## src/rtl/pixel_clip_queue.sv

```systemverilog
// pixel_clip_queue
//   Sits between the triangle/circle drawers and the framebuffer write port.
//   Pixels outside the visible window are discarded and counted. On-screen
//   pixels are queued in a DEPTH-entry FIFO and drained with a valid/ready
//   handshake. On-screen pixels that arrive while the queue is full and not
//   popping are dropped and counted.
//
// Ports
//   clk_i, rst_i          single clock, synchronous active-high reset
//   in_x_i/in_y_i/in_colour_i, in_plot_i
//                         pixel from the drawer; no backpressure
//   flush_i               empties the queue at the next edge (counters kept)
//   out_x_o/out_y_o/out_colour_o, out_plot_o, out_ready_i
//                         head of queue, valid/ready to the framebuffer
//   level_o, full_o       occupancy, level_o == DEPTH
//   clip_count_o          off-screen pixels discarded (saturating)
//   drop_count_o          on-screen pixels lost to overflow (saturating)
module pixel_clip_queue #(
  parameter int SCREEN_W = 160,
  parameter int SCREEN_H = 120,
  parameter int DEPTH    = 16,   // power of two, >= 2
  parameter int CNT_W    = 16
) (
  input  logic                     clk_i,
  input  logic                     rst_i,
  input  logic [7:0]               in_x_i,
  input  logic [6:0]               in_y_i,
  input  logic [2:0]               in_colour_i,
  input  logic                     in_plot_i,
  input  logic                     flush_i,
  output logic [7:0]               out_x_o,
  output logic [6:0]               out_y_o,
  output logic [2:0]               out_colour_o,
  output logic                     out_plot_o,
  input  logic                     out_ready_i,
  output logic [$clog2(DEPTH):0]   level_o,
  output logic                     full_o,
  output logic [CNT_W-1:0]         clip_count_o,
  output logic [CNT_W-1:0]         drop_count_o
);

  localparam int AW = $clog2(DEPTH);
  localparam int PW = AW + 1;

  typedef struct packed {
    logic [7:0] x;
    logic [6:0] y;
    logic [2:0] colour;
  } pix_t;

  // Storage and state
  pix_t             mem_q [DEPTH];
  logic [PW-1:0]    wr_q, wr_d;
  logic [PW-1:0]    rd_q, rd_d;
  pix_t             last_q, last_d;   // last popped pixel, shown while empty
  logic [CNT_W-1:0] clip_q, clip_d;
  logic [CNT_W-1:0] drop_q, drop_d;

  // Per-cycle decisions
  pix_t in_pix, head;
  logic empty, full, on_screen;
  logic pop, push, clip, drop;

  assign in_pix = '{x: in_x_i, y: in_y_i, colour: in_colour_i};
  assign head   = mem_q[rd_q[AW-1:0]];

  // Extra pointer bit distinguishes full from empty when the index bits match.
  assign empty = (wr_q == rd_q);
  assign full  = (wr_q[AW] != rd_q[AW]) && (wr_q[AW-1:0] == rd_q[AW-1:0]);

  assign on_screen = (int'(in_x_i) < SCREEN_W) && (int'(in_y_i) < SCREEN_H);

  // Flush overrides both sides of the FIFO. A full queue still accepts a
  // push when the head leaves in the same cycle.
  assign pop  = !empty && out_ready_i && !flush_i;
  assign push = in_plot_i && on_screen && (!full || pop) && !flush_i;
  assign clip = in_plot_i && !on_screen;
  assign drop = in_plot_i && on_screen && full && !pop && !flush_i;

  always_comb begin
    wr_d   = wr_q;
    rd_d   = rd_q;
    last_d = last_q;
    clip_d = clip_q;
    drop_d = drop_q;

    if (flush_i) begin
      // Catch the read pointer up to the write pointer: queue reads empty.
      rd_d = wr_q;
    end else begin
      if (pop) begin
        rd_d   = rd_q + PW'(1);
        last_d = head;
      end
      if (push) wr_d = wr_q + PW'(1);
    end

    if (clip && (clip_q != '1)) clip_d = clip_q + CNT_W'(1);
    if (drop && (drop_q != '1)) drop_d = drop_q + CNT_W'(1);
  end

  always_ff @(posedge clk_i) begin
    if (rst_i) begin
      wr_q   <= '0;
      rd_q   <= '0;
      last_q <= '0;
      clip_q <= '0;
      drop_q <= '0;
    end else begin
      wr_q   <= wr_d;
      rd_q   <= rd_d;
      last_q <= last_d;
      clip_q <= clip_d;
      drop_q <= drop_d;
    end
  end

  // Payload storage needs no reset; the pointers define what is valid.
  always_ff @(posedge clk_i) begin
    if (push && !rst_i) mem_q[wr_q[AW-1:0]] <= in_pix;
  end

  // Head is read straight from storage, so a pixel written at one edge is
  // visible right after it, with no path from in_* to out_*.
  pix_t out_pix;
  assign out_pix      = empty ? last_q : head;
  assign out_x_o      = out_pix.x;
  assign out_y_o      = out_pix.y;
  assign out_colour_o = out_pix.colour;
  assign out_plot_o   = !empty;

  assign level_o      = wr_q - rd_q;
  assign full_o       = full;
  assign clip_count_o = clip_q;
  assign drop_count_o = drop_q;

endmodule

```

## config.mk

```make
export PLATFORM = sky130hd
export DESIGN_NAME = pixel_clip_queue
export DESIGN_NICKNAME = d
export VERILOG_FILES = /design/src/rtl/pixel_clip_queue.sv
export SDC_FILE = /design/constraint.sdc
export NUM_CORES = 1
export LEC_CHECK = 0
export BUFFER_PORTS_ARGS = -buffer_cell sky130_fd_sc_hd__buf_2
export CAP_MARGIN = 20
export CORE_MARGIN = 5
export CORE_UTILIZATION = 65
export DETAILED_ROUTE_END_ITERATION = 7
export HOLD_SLACK_MARGIN = 0.08
export PLACE_DENSITY_LB_ADDON = 0.12
export SYNTH_ARGS = -nofsm -noshare
export SYNTH_HDL_FRONTEND = slang
export SYNTH_SLANG_ARGS = --single-unit
export TNS_END_PERCENT = 20
```

## constraint.sdc

```tcl
create_clock -name clk_i -period 7 [get_ports clk_i]
set_input_delay 0.35 -clock clk_i [delete_from_list [all_inputs] [get_ports clk_i]]
set_output_delay 0.35 -clock clk_i [all_outputs]
set_load 0.01 [all_outputs]
```

* Word level (Yosys, flattened, before mapping)
Memories as Yosys holds them, arrays and structs flattened. A register that Yosys moved wholly into a read port is not among the register bits.
Index checks and enable logic that the tools add are counted.
** Storage, ports and cells
- Register bits :: 60
- Memory bits (writable) :: 288
- Input bits :: 23
- Output and inout port bits :: 57
- Word-level logic and storage cells :: 52
- Memories :: 1
** Cells by class
- Add/sub/neg operators :: 5
- Magnitude comparators :: 2
- Eq/ne operators :: 5
- Muxes and demuxes :: 7
- Bitwise logic cells :: 1
- Reductions and logical operators :: 24
** Memories
- mem_q :: words 16, bits a word 18, rd ports 1, clocked after Yosys merged registers in 1, write ports 1, RTL line 52 : pix_t mem_q [DEPTH];
** Operator list (number)
- adder 16 x 1 -> 16 bit, second input constant :: 2
- != test 16 bit, second input constant :: 2
- 2-to-1 mux 18 bit :: 1
- logical AND 1 bit :: 14
- adder 5 x 1 -> 5 bit, second input constant :: 2
- 2-to-1 mux 5 bit :: 2
- < comparator 8 bit, second input constant :: 1
- 2-to-1 mux 4 bit :: 2
- < comparator 7 bit, second input constant :: 1
- logical NOT 1 bit :: 6
- equality test 5 bit :: 1
- subtractor 5 bit :: 1
- equality test 4 bit :: 1
- AND reduction 2 bit :: 2
- 2-to-1 mux 1 bit :: 2
- nonzero test 2 bit :: 1
- logical OR 1 bit :: 1
- != test 1 bit :: 1
- inverter 1 bit :: 1

* Longest topological paths before layout
Gate-level depths: netlist (run 1).
- Word-level depth :: 10
- Depth in mapped cells :: 9
- Mapped depth without buffers :: 7

* Least setup slack after synthesis (run 1)
Ideal clock, no wire load.
- Path kind :: reg2reg
- Start point :: register wr_q[0]
- End point :: memory mem_q[11][0] in the netlist's numbering (enable)
- Library setup time :: 0.376 ns
- Data arrival time :: 2.229 ns
- Required time :: 6.624 ns
- Setup slack :: 4.395 ns
- Cell stages (with the launch flop) :: 8
- Path buffers :: 0
- Clock period less this slack :: 2.605 ns
- Cell sequence :: dfxtp_1 > inv_1 > ha_1 > nand4_1 > or3_1 > nand2_1 > nor4b_1 > and2_1
** Between the ends
- Cells in the longest elaborated chain, start to end :: 10
- Elaborated cells between the ends (all ways) :: 13
- Classes of those cells :: 2 x eq/ne; 2 x mux; 9 x reduce/logical
** RTL lines
- from (decl) :: RTL line 53 : logic [PW-1:0] wr_q, wr_d;
- from (signal assigned) :: RTL line 110 : wr_q <= wr_d;
- equality test 5 bit :: RTL line 68 : assign empty = (wr_q == rd_q);
- logical NOT 1 bit :: RTL line 75 : assign pop = !empty && out_ready_i && !flush_i;
- logical AND 1 bit (2 in series) :: RTL line 75
- logical OR 1 bit :: RTL line 76 : assign push = in_plot_i && on_screen && (!full || pop) && !flush_i;
- logical AND 1 bit (2 in series) :: RTL line 76
- logical AND 1 bit :: RTL line 120 : if (push && !rst_i) mem_q[wr_q[AW-1:0]] <= in_pix;
- 2-to-1 mux 1 bit :: RTL line 120
- 2-to-1 mux 1 bit (implied by the code) :: RTL line 120
- to (decl) :: RTL line 52
Several ways; a longest one is shown, not always the timed one.

* Final worst setup path (run 1)
- Start point :: register wr_q[3]
- End point :: output out_x_o[5]
** Between the ends
- Cells in the longest elaborated chain, start to end :: 2
** RTL lines
- equality test 5 bit :: RTL line 68
- 2-to-1 mux 18 bit :: RTL line 126 : assign out_pix = empty ? last_q : head;
- to (decl) :: RTL line 31 : output logic [7:0] out_x_o,
Every way passes these cells.

==> flow_summary.yaml, run 1 <==
sta:
  tightest_slew_ns: 1.17
  finalHoldViolations: 0
  relSlewSlack: 0.217
  period_share: 0.618
  fmaxAchievable_mhz: 231
  clock_skew_ns: 0.0116
  fin_setup_tns_ns: 0
  rsz0062_at_grt: "false"
  finalCriticalPeriod_ns: 4.33
  setup_viol: 0
  slew_violations: 0
floorplan:
  io_pins: 80
  initial_core_util: 0.654
  core_area_um2: 21700
  die_h_um: 158
  dieArea_um2: 24900
  die_w_um: 158
  row_count: 54
finish:
  seq_area_um2: 9930
  antenna_cells: 0
  fill_cells: 1277
  drive_gt1_frac: 0.201
  syn_to_final_growth_pct: 14.5
  final_area_um2: 16300
  multi_input_area_um2: 4000
  nNetsFinal: 1034
setup_path:
  reg2reg_depth: 6
  cp.required_ns: 6.65
  worstPathArrival_ns: 3.98
  r2r-end: "mem_q[11][3]$_DFFE_PP_"
  critPathCaptureType: "primary output"
  reg2reg_slack_ns: 3.60
  cp-start-kind: "register"
  path_class: "register to primary output"
  reg2reg_from: "wr_q[3]$_SDFFE_PP0P_"
  critPathMaxFanout: 24
power:
  power.density_nw_per_um2: 294
  ir_drop_v: 0.000151
  leakagePower_nw: 5.41
hold_path:
  hold_class: "primary input to register"
  min_from: "flush_i"
  whs_path_depth: 2
synthesis:
  synth-seq-cells: 352
  yosysWarnings: 0
  synth_top_area_frac: 0.609
  syn_avg_cell_area_um2: 15.6
  yosysUniqueCellTypes: 55
  synth_edf_count: 288
  ys_async_sr_fraction: 0
  ys.flop_type: "edfxtp_1"
  synth_top_cell_by_area: "edfxtp_1"
  synth_common_cells: "edfxtp_1 (288), mux2i_1 (74), dfxtp_1 (64), nor2_1 (57), o21ai_0 (39)"
  yosys-top-cells-area: "edfxtp_1 (61%), dfxtp_1 (9.0%), mux4_2 (5.7%)"
  syn_inst: 910
  synth.most_common_cell: "edfxtp_1"
  ys_seq_area_frac: 0.700
  synth_area_um2: 14200
  syn_nets: 945
place:
  port_buffers: 79
  place_area_um2: 14800
  hpwl_mm: 19.0
  place.gp.congestion: 0.869
routing:
  dr_total_vias: 8500
  drt-vias-per-instance: 6.50
  firstDrtPassIters: 5
  drtIter0Drc: 769
  routed_wl_mm: 32.4
  wl_per_cell_um: 24.8
  drc_errors: 0
  antenna_left: 0
grt:
  grt_first_pass_wirelength_mm: 49.5
  grt.overflow.total: 0
  first_global_vias: 8735
  grt_max_degree: 56
  antenna_found_initial: 0
  grt_usage: 0.266
cts:
  clk_latency_ns: 0.52
  ctsHoldBuffers: 0
  cts_resized: 0
  cts.sinks: 352
  path_clk_slew_ns: 0.06
  cts_setup_buffers: 0
  cts_buffers: 36
  cts_max_level: 2
  cts_tree: "built"
  cts_buffer_depth: 3
  cts-root-buf: "clkbuf_16"
status:
  status: "finished clean"
run:
  drv_cap: 0
critical path, stage by stage, from the launching register on:
cell and delay [ns]:
dfxtp_1 0.55, ha_1 0.34, nand4_1 0.23, or2_1 0.92, nor2b_1 0.68, buf_4 0.34
a221oi_1 0.17, buf_2 0.22
report_power, final:
| group | switching (W) | internal (W) |
|---|---|---|
| combinational | 0.000226 | 0.000131 |
| sequential | 0.0000196 | 0.00228 |
| clock | 0.000773 | 0.00135 |
area by class of cell:
class | count | share of cell area
clock buffers | 47 | 0.0643
clock inverters | 19 | 0.0189
inverters | 14 | 0.00323
multi-input cells | 498 | 0.246
flip-flops and latches | 352 | 0.611
well taps | 280 | 0.0215
repair buffers | 97 | 0.0352
layer usage:
metal,track usage,vias up,part of all wire
met5,0,-,0
met4,0.0852,0,0.025
met3,0.0506,63,0.086
met2,0.443,444,0.50
met1,0.361,4222,0.39
li1,-,3771,-
through the flow:
step	hold slack (ns)	setup slack, ns	total power, W	instances	utilization
2_1_floorplan	0.433	4.39	0.00255	910	-
3_3_place_gp	0.443	3.40	0.00268	1235	0.683
3_5_place_dp	0.452	3.35	0.00269	1235	0.683
4_1_cts	0.159	2.78	0.00480	1301	0.746
5_1_grt	0.164	2.58	0.00494	1307	0.750
6_report	0.173	2.67	0.00478	1307	0.750
cell usage in the layout, fill, tap and decap left out, types with 4 or more instances in the layout:
| master | synthesis | routed |
|---|---|---|
| a21o_1 | 4 | 4 |
| a21oi_1 | 17 | 17 |
| a221oi_1 | 18 | 18 |
| a22oi_1 | 36 | 36 |
| and2_1 | 18 | 18 |
| buf_2 | 16 | 79 |
| buf_4 | 2 | 12 |
| buf_8 | 1 | 5 |
| bufinv_16 | 0 | 8 |
| clkbuf_16 | 0 | 38 |
| clkbuf_8 | 0 | 6 |
| clkinv_2 | 0 | 5 |
| dfxtp_1 | 64 | 62 |
| edfxtp_1 | 288 | 288 |
| ha_1 | 11 | 11 |
| inv_1 | 13 | 13 |
| mux2i_1 | 74 | 74 |
| mux4_2 | 36 | 36 |
| nand2_1 | 38 | 38 |
| nand3_1 | 20 | 20 |
| nand4_1 | 14 | 14 |
| nor2_1 | 57 | 56 |
| nor3_1 | 9 | 9 |
| nor4_1 | 4 | 4 |
| o21ai_0 | 39 | 39 |
| o21ai_1 | 9 | 9 |
| o221ai_1 | 18 | 18 |
| o31ai_1 | 4 | 4 |
| or3_1 | 10 | 10 |
| or4_1 | 4 | 4 |
| xnor2_1 | 17 | 17 |
| xor2_1 | 9 | 9 |
state kept, by name, indices dropped and copies added (netlist names), named ones only:
| register | flops |
|---|---|
| last_q | 18 |
| rd_q | 5 |
| clip_count_o | 16 |
| wr_q | 5 |
| drop_count_o | 16 |
| mem_q | 288 |
logic make-up after synthesis:
group,count (synthesis),share of synthesized area
AND/OR/NAND/NOR,194,0.0699
multiplexers,110,0.109
XOR/XNOR,26,0.0160
buffers and inverters,60,0.0191
flip-flops,352,0.700
AO/OA/AOI/OAI,156,0.0750
adder cells (fa/ha/maj),12,0.0111
how the worst max path moves through the flow:
stage	start	endpoint	slack [ns]	cells after the start
after global routing	wr_q[0]$_SDFFE_PP0P_	out_x_o[6]	2.58	8
after CTS	wr_q[3]$_SDFFE_PP0P_	out_x_o[5]	2.78	7
final	wr_q[3]$_SDFFE_PP0P_	out_x_o[5]	2.67	7
after floorplan	wr_q[0]$_SDFFE_PP0P_	mem_q[11][0]$_DFFE_PP_	4.39	7
after global placement	wr_q[3]$_SDFFE_PP0P_	out_x_o[6]	3.40	7
after detailed placement	wr_q[3]$_SDFFE_PP0P_	out_x_o[5]	3.35	7
No activity file was read; power rests on OpenSTA's default activity.
==> run 2, diff against run 1 <==
--- a/config.mk
+++ b/config.mk
@@ -5,10 +5,11 @@
 export SDC_FILE = /design/constraint.sdc
 export NUM_CORES = 1
 export LEC_CHECK = 0
+export ABC_AREA = 1
 export BUFFER_PORTS_ARGS = -buffer_cell sky130_fd_sc_hd__buf_2
 export CAP_MARGIN = 20
 export CORE_MARGIN = 5
-export CORE_UTILIZATION = 65
+export CORE_UTILIZATION = 61
 export DETAILED_ROUTE_END_ITERATION = 7
 export HOLD_SLACK_MARGIN = 0.08
 export PLACE_DENSITY_LB_ADDON = 0.12
==> constraint.sdc (replaced) <==
create_clock -name clk_i -period 4.3 [get_ports clk_i]
set_input_delay 0.215 -clock clk_i [delete_from_list [all_inputs] [get_ports clk_i]]
set_output_delay 0.215 -clock clk_i [all_outputs]
set_load 0.01 [all_outputs]
==> run 2 against run 1 <==
Setup slack got worse by 1.7 ns. Clock power rose by 44%. First-iteration DRC count rose by 36%. Global-route usage fell by 1.4 points. Routed wire length rose by 11%. Synthesized cell count rose by 63%. Utilization fell by 6.1 points. Hold slack got worse by 0.064 ns. Sequential share of layout area fell by 3.6 points. Combinational power rose by 41%. Synthesized area rose by 9.2%. Critical path depth rose by 2.
==> flow_summary.yaml, run 2 <==
status:
  status: "finished clean"
setup_path:
  path_class: "register to primary output"
  cp.required_ns: 4.09
  critPathCaptureType: "primary output"
  worstPathArrival_ns: 3.12
  critPathMaxFanout: 22
  cp-start-kind: "register"
sta:
  clock_skew_ns: 0.0114
  setup_viol: 0
  period_share: 0.776
  rsz0062_at_grt: "false"
  fmaxAchievable_mhz: 300
  fin_setup_tns_ns: 0
  relSlewSlack: 0.253
  hold_slack_ns: 0.109
  tightest_slew_ns: 1.12
  slew_violations: 0
  finalCriticalPeriod_ns: 3.34
  finalHoldViolations: 0
cts:
  cts_max_level: 2
  cts_buffer_depth: 3
  cts-root-buf: "clkbuf_16"
  cts_buffers: 37
  path_clk_slew_ns: 0.06
  clk_latency_ns: 0.51
  cts.sinks: 352
  cts_tree: "built"
finish:
  nNetsFinal: 1582
  antenna_cells: 0
  final_area_um2: 17300
  drive_gt1_frac: 0.124
  layout_common_cells: "edfxtp_1 (288), nand2_1 (273), inv_1 (206)"
  largest_register_ffs: 288
  utilization: 0.688
  syn_to_final_growth_pct: 11.5
  mostFrequentLayoutCell: "edfxtp_1"
  fill_cells: 1879
place:
  hpwl_mm: 22.6
  place_area_um2: 16100
  place.gp.congestion: 0.868
  port_buffers: 79
grt:
  first_global_vias: 10300
  grt_max_degree: 135
  antenna_found_initial: 1
  grt.overflow.total: 0
  grt_usage: 0.252
  grt_first_pass_wirelength_mm: 56.7
synthesis:
  syn_inst: 1485
  yosysUniqueCellTypes: 38
  ys_seq_area_frac: 0.640
  synth.most_common_cell: "edfxtp_1"
  syn_avg_cell_area_um2: 10.4
  synth-seq-cells: 352
  synth_top_area_frac: 0.558
  yosysWarnings: 0
  synth_area_um2: 15500
  yosys-top-cells-area: "edfxtp_1 (56%), dfxtp_1 (8.3%), nand2_1 (6.6%)"
  syn_nets: 1520
  synth_top_cell_by_area: "edfxtp_1"
  synth_common_cells: "edfxtp_1 (288), nand2_1 (273), inv_1 (206), nand3_1 (150), a21oi_1 (84)"
  ys.flop_type: "edfxtp_1"
  synth_edf_count: 288
  ys_async_sr_fraction: 0
routing:
  routed_wl_mm: 35.9
  firstDrtPassIters: 5
  drc_errors: 0
  dr_total_vias: 10700
  drtIter0Drc: 1042
  drt-vias-per-instance: 5.61
  wl_per_cell_um: 18.8
  antenna_left: 0
floorplan:
  die_w_um: 169
  core_area_um2: 25100
  row_count: 58
  initial_core_util: 0.618
  die_h_um: 169
  io_pins: 80
  dieArea_um2: 28700
power:
  power.density_nw_per_um2: 422
  leakagePower_nw: 6.61
  power.total_w: 0.00729
  ir_drop_v: 0.000376
run:
  drv_cap: 0
hold_path:
  hold_class: "primary input to register"
==> run 2: cell families after synthesis <==
logic type | synth area share
buffers and inverters | 0.0812
flip-flops | 0.640
AND/OR/NAND/NOR | 0.155
AO/OA/AOI/OAI | 0.107
adder cells (fa/ha/maj) | 0.0102
XOR/XNOR | 0.00678
==> run 2: through the flow <==
stage,instances,worst slack (ns)
3_3_place_gp,1836,1.42
4_1_cts,1905,0.955
6_report,1906,0.965
2_1_floorplan,1485,1.26
3_5_place_dp,1836,1.31
5_1_grt,1906,0.726
==> run 2: layout make-up <==
class | count | area [um2] | share of cell area
Multi-Input combinational cell | 841 | 4360 | 0.252
Sequential cell | 352 | 9940 | 0.575
Clock buffer | 49 | 1030 | 0.0598
Inverter | 217 | 815 | 0.0471
Timing Repair Buffer | 98 | 586 | 0.0339
Clock inverter | 19 | 136 | 0.00789
Tap cell | 330 | 413 | 0.0239
==> run 2: metal layers <==
layer | vias to the layer above | share of wire | GRT usage
li1 | 5193 | - | -
met1 | 5121 | 0.42 | 0.341
met2 | 309 | 0.50 | 0.433
met3 | 64 | 0.050 | 0.0359
met4 | 2 | 0.023 | 0.0679
met5 | - | 0.00056 | 0
==> run 2: where the power goes <==
group / switching, W / internal (W)
registers: 0.0000223 / 0.00371
clock network: 0.00125 / 0.00181
logic: 0.000352 / 0.000151
total: 0.00163 / 0.00567
==> run 2: worst paths after layout <==
kind                                 startpoint                       endpoint  slack (ns)  cells past startpoint
hold reg to reg   clip_count_o[15]$_SDFFE_PP0P_  clip_count_o[15]$_SDFFE_PP0P_        0.50                      2
setup / recovery           wr_q[0]$_SDFFE_PP0P_                     out_y_o[5]        0.96                      9
setup reg to reg           wr_q[0]$_SDFFE_PP0P_          mem_q[2][8]$_DFFE_PP_        1.31                      9
hold / removal                        in_y_i[0]         mem_q[13][3]$_DFFE_PP_        0.11                      1
==> run 2: timing repair <==
item	in CTS	in global routing
setup buffers	0	0
endpoints found under the setup margin	0	0
gates resized for setup	0	0
hold buffers	1	0
endpoints found under the hold margin	1	0
==> run 2: critical path: stages (launching register included) <==
cell and delay, ns:
dfxtp_1 0.40, inv_1 0.13, ha_1 0.33, nand2_1 0.14
nor2_4 0.06, nand2_2 0.39, clkinv_1 0.70, nand2_1 0.22
nand2_1 0.09, buf_2 0.14
==> run 3, diff against run 2 <==
==> constraint.sdc (replaced) <==
create_clock -name clk_i -period 3.49 [get_ports clk_i]
set_input_delay 0.1745 -clock clk_i [delete_from_list [all_inputs] [get_ports clk_i]]
set_output_delay 0.1745 -clock clk_i [all_outputs]
set_load 0.01 [all_outputs]
==> run 3 against run 2 <==
Die area unchanged. Hold slack got worse by 0.023 ns. Clock power increased by 26%. Cell count increased by 1.0%. Combinational power increased by 27%. Via count increased by 1.2%. Critical path type unchanged. Largest cell class unchanged. Largest power group unchanged.
==> flow_summary.yaml, run 3 (synthesis results as in run 2) <==
place:
  dpl.cell_count: 1848
  place.gp.congestion: 0.873
  port_buffers: 79
  hpwl_mm: 22.2
finish:
  antenna_cells: 0
  mostFrequentLayoutCell: "edfxtp_1"
  drive_gt1_frac: 0.133
  largest_register_ffs: 288
  syn_to_final_growth_pct: 12.9
  layout_common_cells: "edfxtp_1 (288), nand2_1 (273), inv_1 (206)"
  nNetsFinal: 1603
  fill_cells: 1881
  final_cell_count_no_fill: 1926
floorplan:
  row_count: 58
  io_pins: 80
  dieArea_um2: 28700
  die_w_um: 169
  die_h_um: 169
  initial_core_util: 0.618
  core_area_um2: 25100
routing:
  drt-vias-per-instance: 5.61
  routed_wl_mm: 35.3
  wl_per_cell_um: 18.3
  dr_total_vias: 10800
  firstDrtPassIters: 5
  drtIter0Drc: 1186
  antenna_left: 0
  drc_errors: 0
grt:
  first_global_vias: 10400
  grt_max_degree: 135
  grt_usage: 0.248
  grt_first_pass_wirelength_mm: 55.9
  grt.overflow.total: 0
  antenna_found_initial: 0
setup_path:
  path_class: "register to primary output"
  endpoint: "out_y_o[1]"
  r2r-end: "mem_q[2][2]$_DFFE_PP_"
  crit_start: "wr_q[0]$_SDFFE_PP0P_"
  critPathCaptureType: "primary output"
  reg2reg_from: "wr_q[0]$_SDFFE_PP0P_"
  reg2reg_slack_ns: 0.77
  cp.required_ns: 3.32
  critPathMaxFanout: 18
  cp-start-kind: "register"
  reg2reg_depth: 10
  worstPathArrival_ns: 2.68
sta:
  finalCriticalPeriod_ns: 2.85
  finalHoldViolations: 0
  clock_skew_ns: 0.0163
  period_share: 0.818
  fmaxAchievable_mhz: 350
  tightest_slew_ns: 0.758
  rsz0062_at_grt: "false"
  relSlewSlack: 0.492
  slew_violations: 0
  setup_viol: 0
  fin_setup_tns_ns: 0
cts:
  cts_max_level: 2
  cts_buffers: 37
  clk_latency_ns: 0.52
  cts.sinks: 352
  cts_tree: "built"
  cts_setup_buffers: 0
  cts-root-buf: "clkbuf_16"
  path_clk_slew_ns: 0.06
  cts_buffer_depth: 3
status:
  status: "finished clean"
power:
  ir_drop_v: 0.000426
  power.total_w: 0.00910
  leakagePower_nw: 6.73
  power.density_nw_per_um2: 520
hold_path:
  hold_class: "primary input to register"
run:
  drv_cap: 0
[run 3: cell type report]
class	count	area, um2	share of cell area
Clock buffer	49	1040	0.0593
Sequential cell	352	9940	0.568
Multi-Input combinational cell	841	4360	0.249
Inverter	217	815	0.0465
Tap cell	330	413	0.0236
Timing Repair Buffer	119	773	0.0442
Clock inverter	18	166	0.00951
[run 3: power by group]
group	switching, W	leakage [nW]	internal [W]
Sequential	0.0000274	3.11	0.00457
Combinational	0.000438	3.03	0.000199
Clock	0.00156	0.598	0.00232
[run 3: worst max-delay path: stages, from the launching register on]
cell and delay (ns):
dfxtp_1 0.40, inv_1 0.12, ha_1 0.32, nand2_1 0.13
nor2_4 0.06, nand2_2 0.15, clkinv_1 0.54, nand2_1 0.23
nand2_1 0.07, buf_2 0.14
[run 3: stage by stage]
step	area [um2]	util	hold slack [ns]	worst slack (ns)
2_1_floorplan	15500	-	0.273	0.446
3_3_place_gp	16200	0.645	0.479	0.745
3_5_place_dp	16200	0.645	0.486	0.750
4_1_cts	17500	0.697	0.0808	0.628
5_1_grt	17500	0.697	0.0838	0.379
6_report	17500	0.697	0.0861	0.636
[run 3: layer usage]
layer,GRT usage,wire length (um),up-vias
met1,0.342,14800,5136
li1,-,-,5242
met3,0.0359,2340,62
met5,0,0,-
met4,0.0896,1220,0
met2,0.406,16900,372
[run 3: worst min-delay path by stage]
stage,startpoint,end,depth (start not counted)
floorplan,in_colour_i[0],mem_q[0][0]$_DFFE_PP_,0
global placement,clip_count_o[11]$_SDFFE_PP0P_,clip_count_o[11]$_SDFFE_PP0P_,2
detailed placement,clip_count_o[11]$_SDFFE_PP0P_,clip_count_o[11]$_SDFFE_PP0P_,2
CTS,in_x_i[3],mem_q[7][13]$_DFFE_PP_,1
global route,in_colour_i[1],mem_q[11][1]$_DFFE_PP_,1
finish,in_colour_i[1],mem_q[11][1]$_DFFE_PP_,1
[run 3: repair_timing]
item | in CTS | in global routing
resized for setup | 0 | 0
endpoints found under the hold margin | 122 | 0
hold buffers | 11 | 0
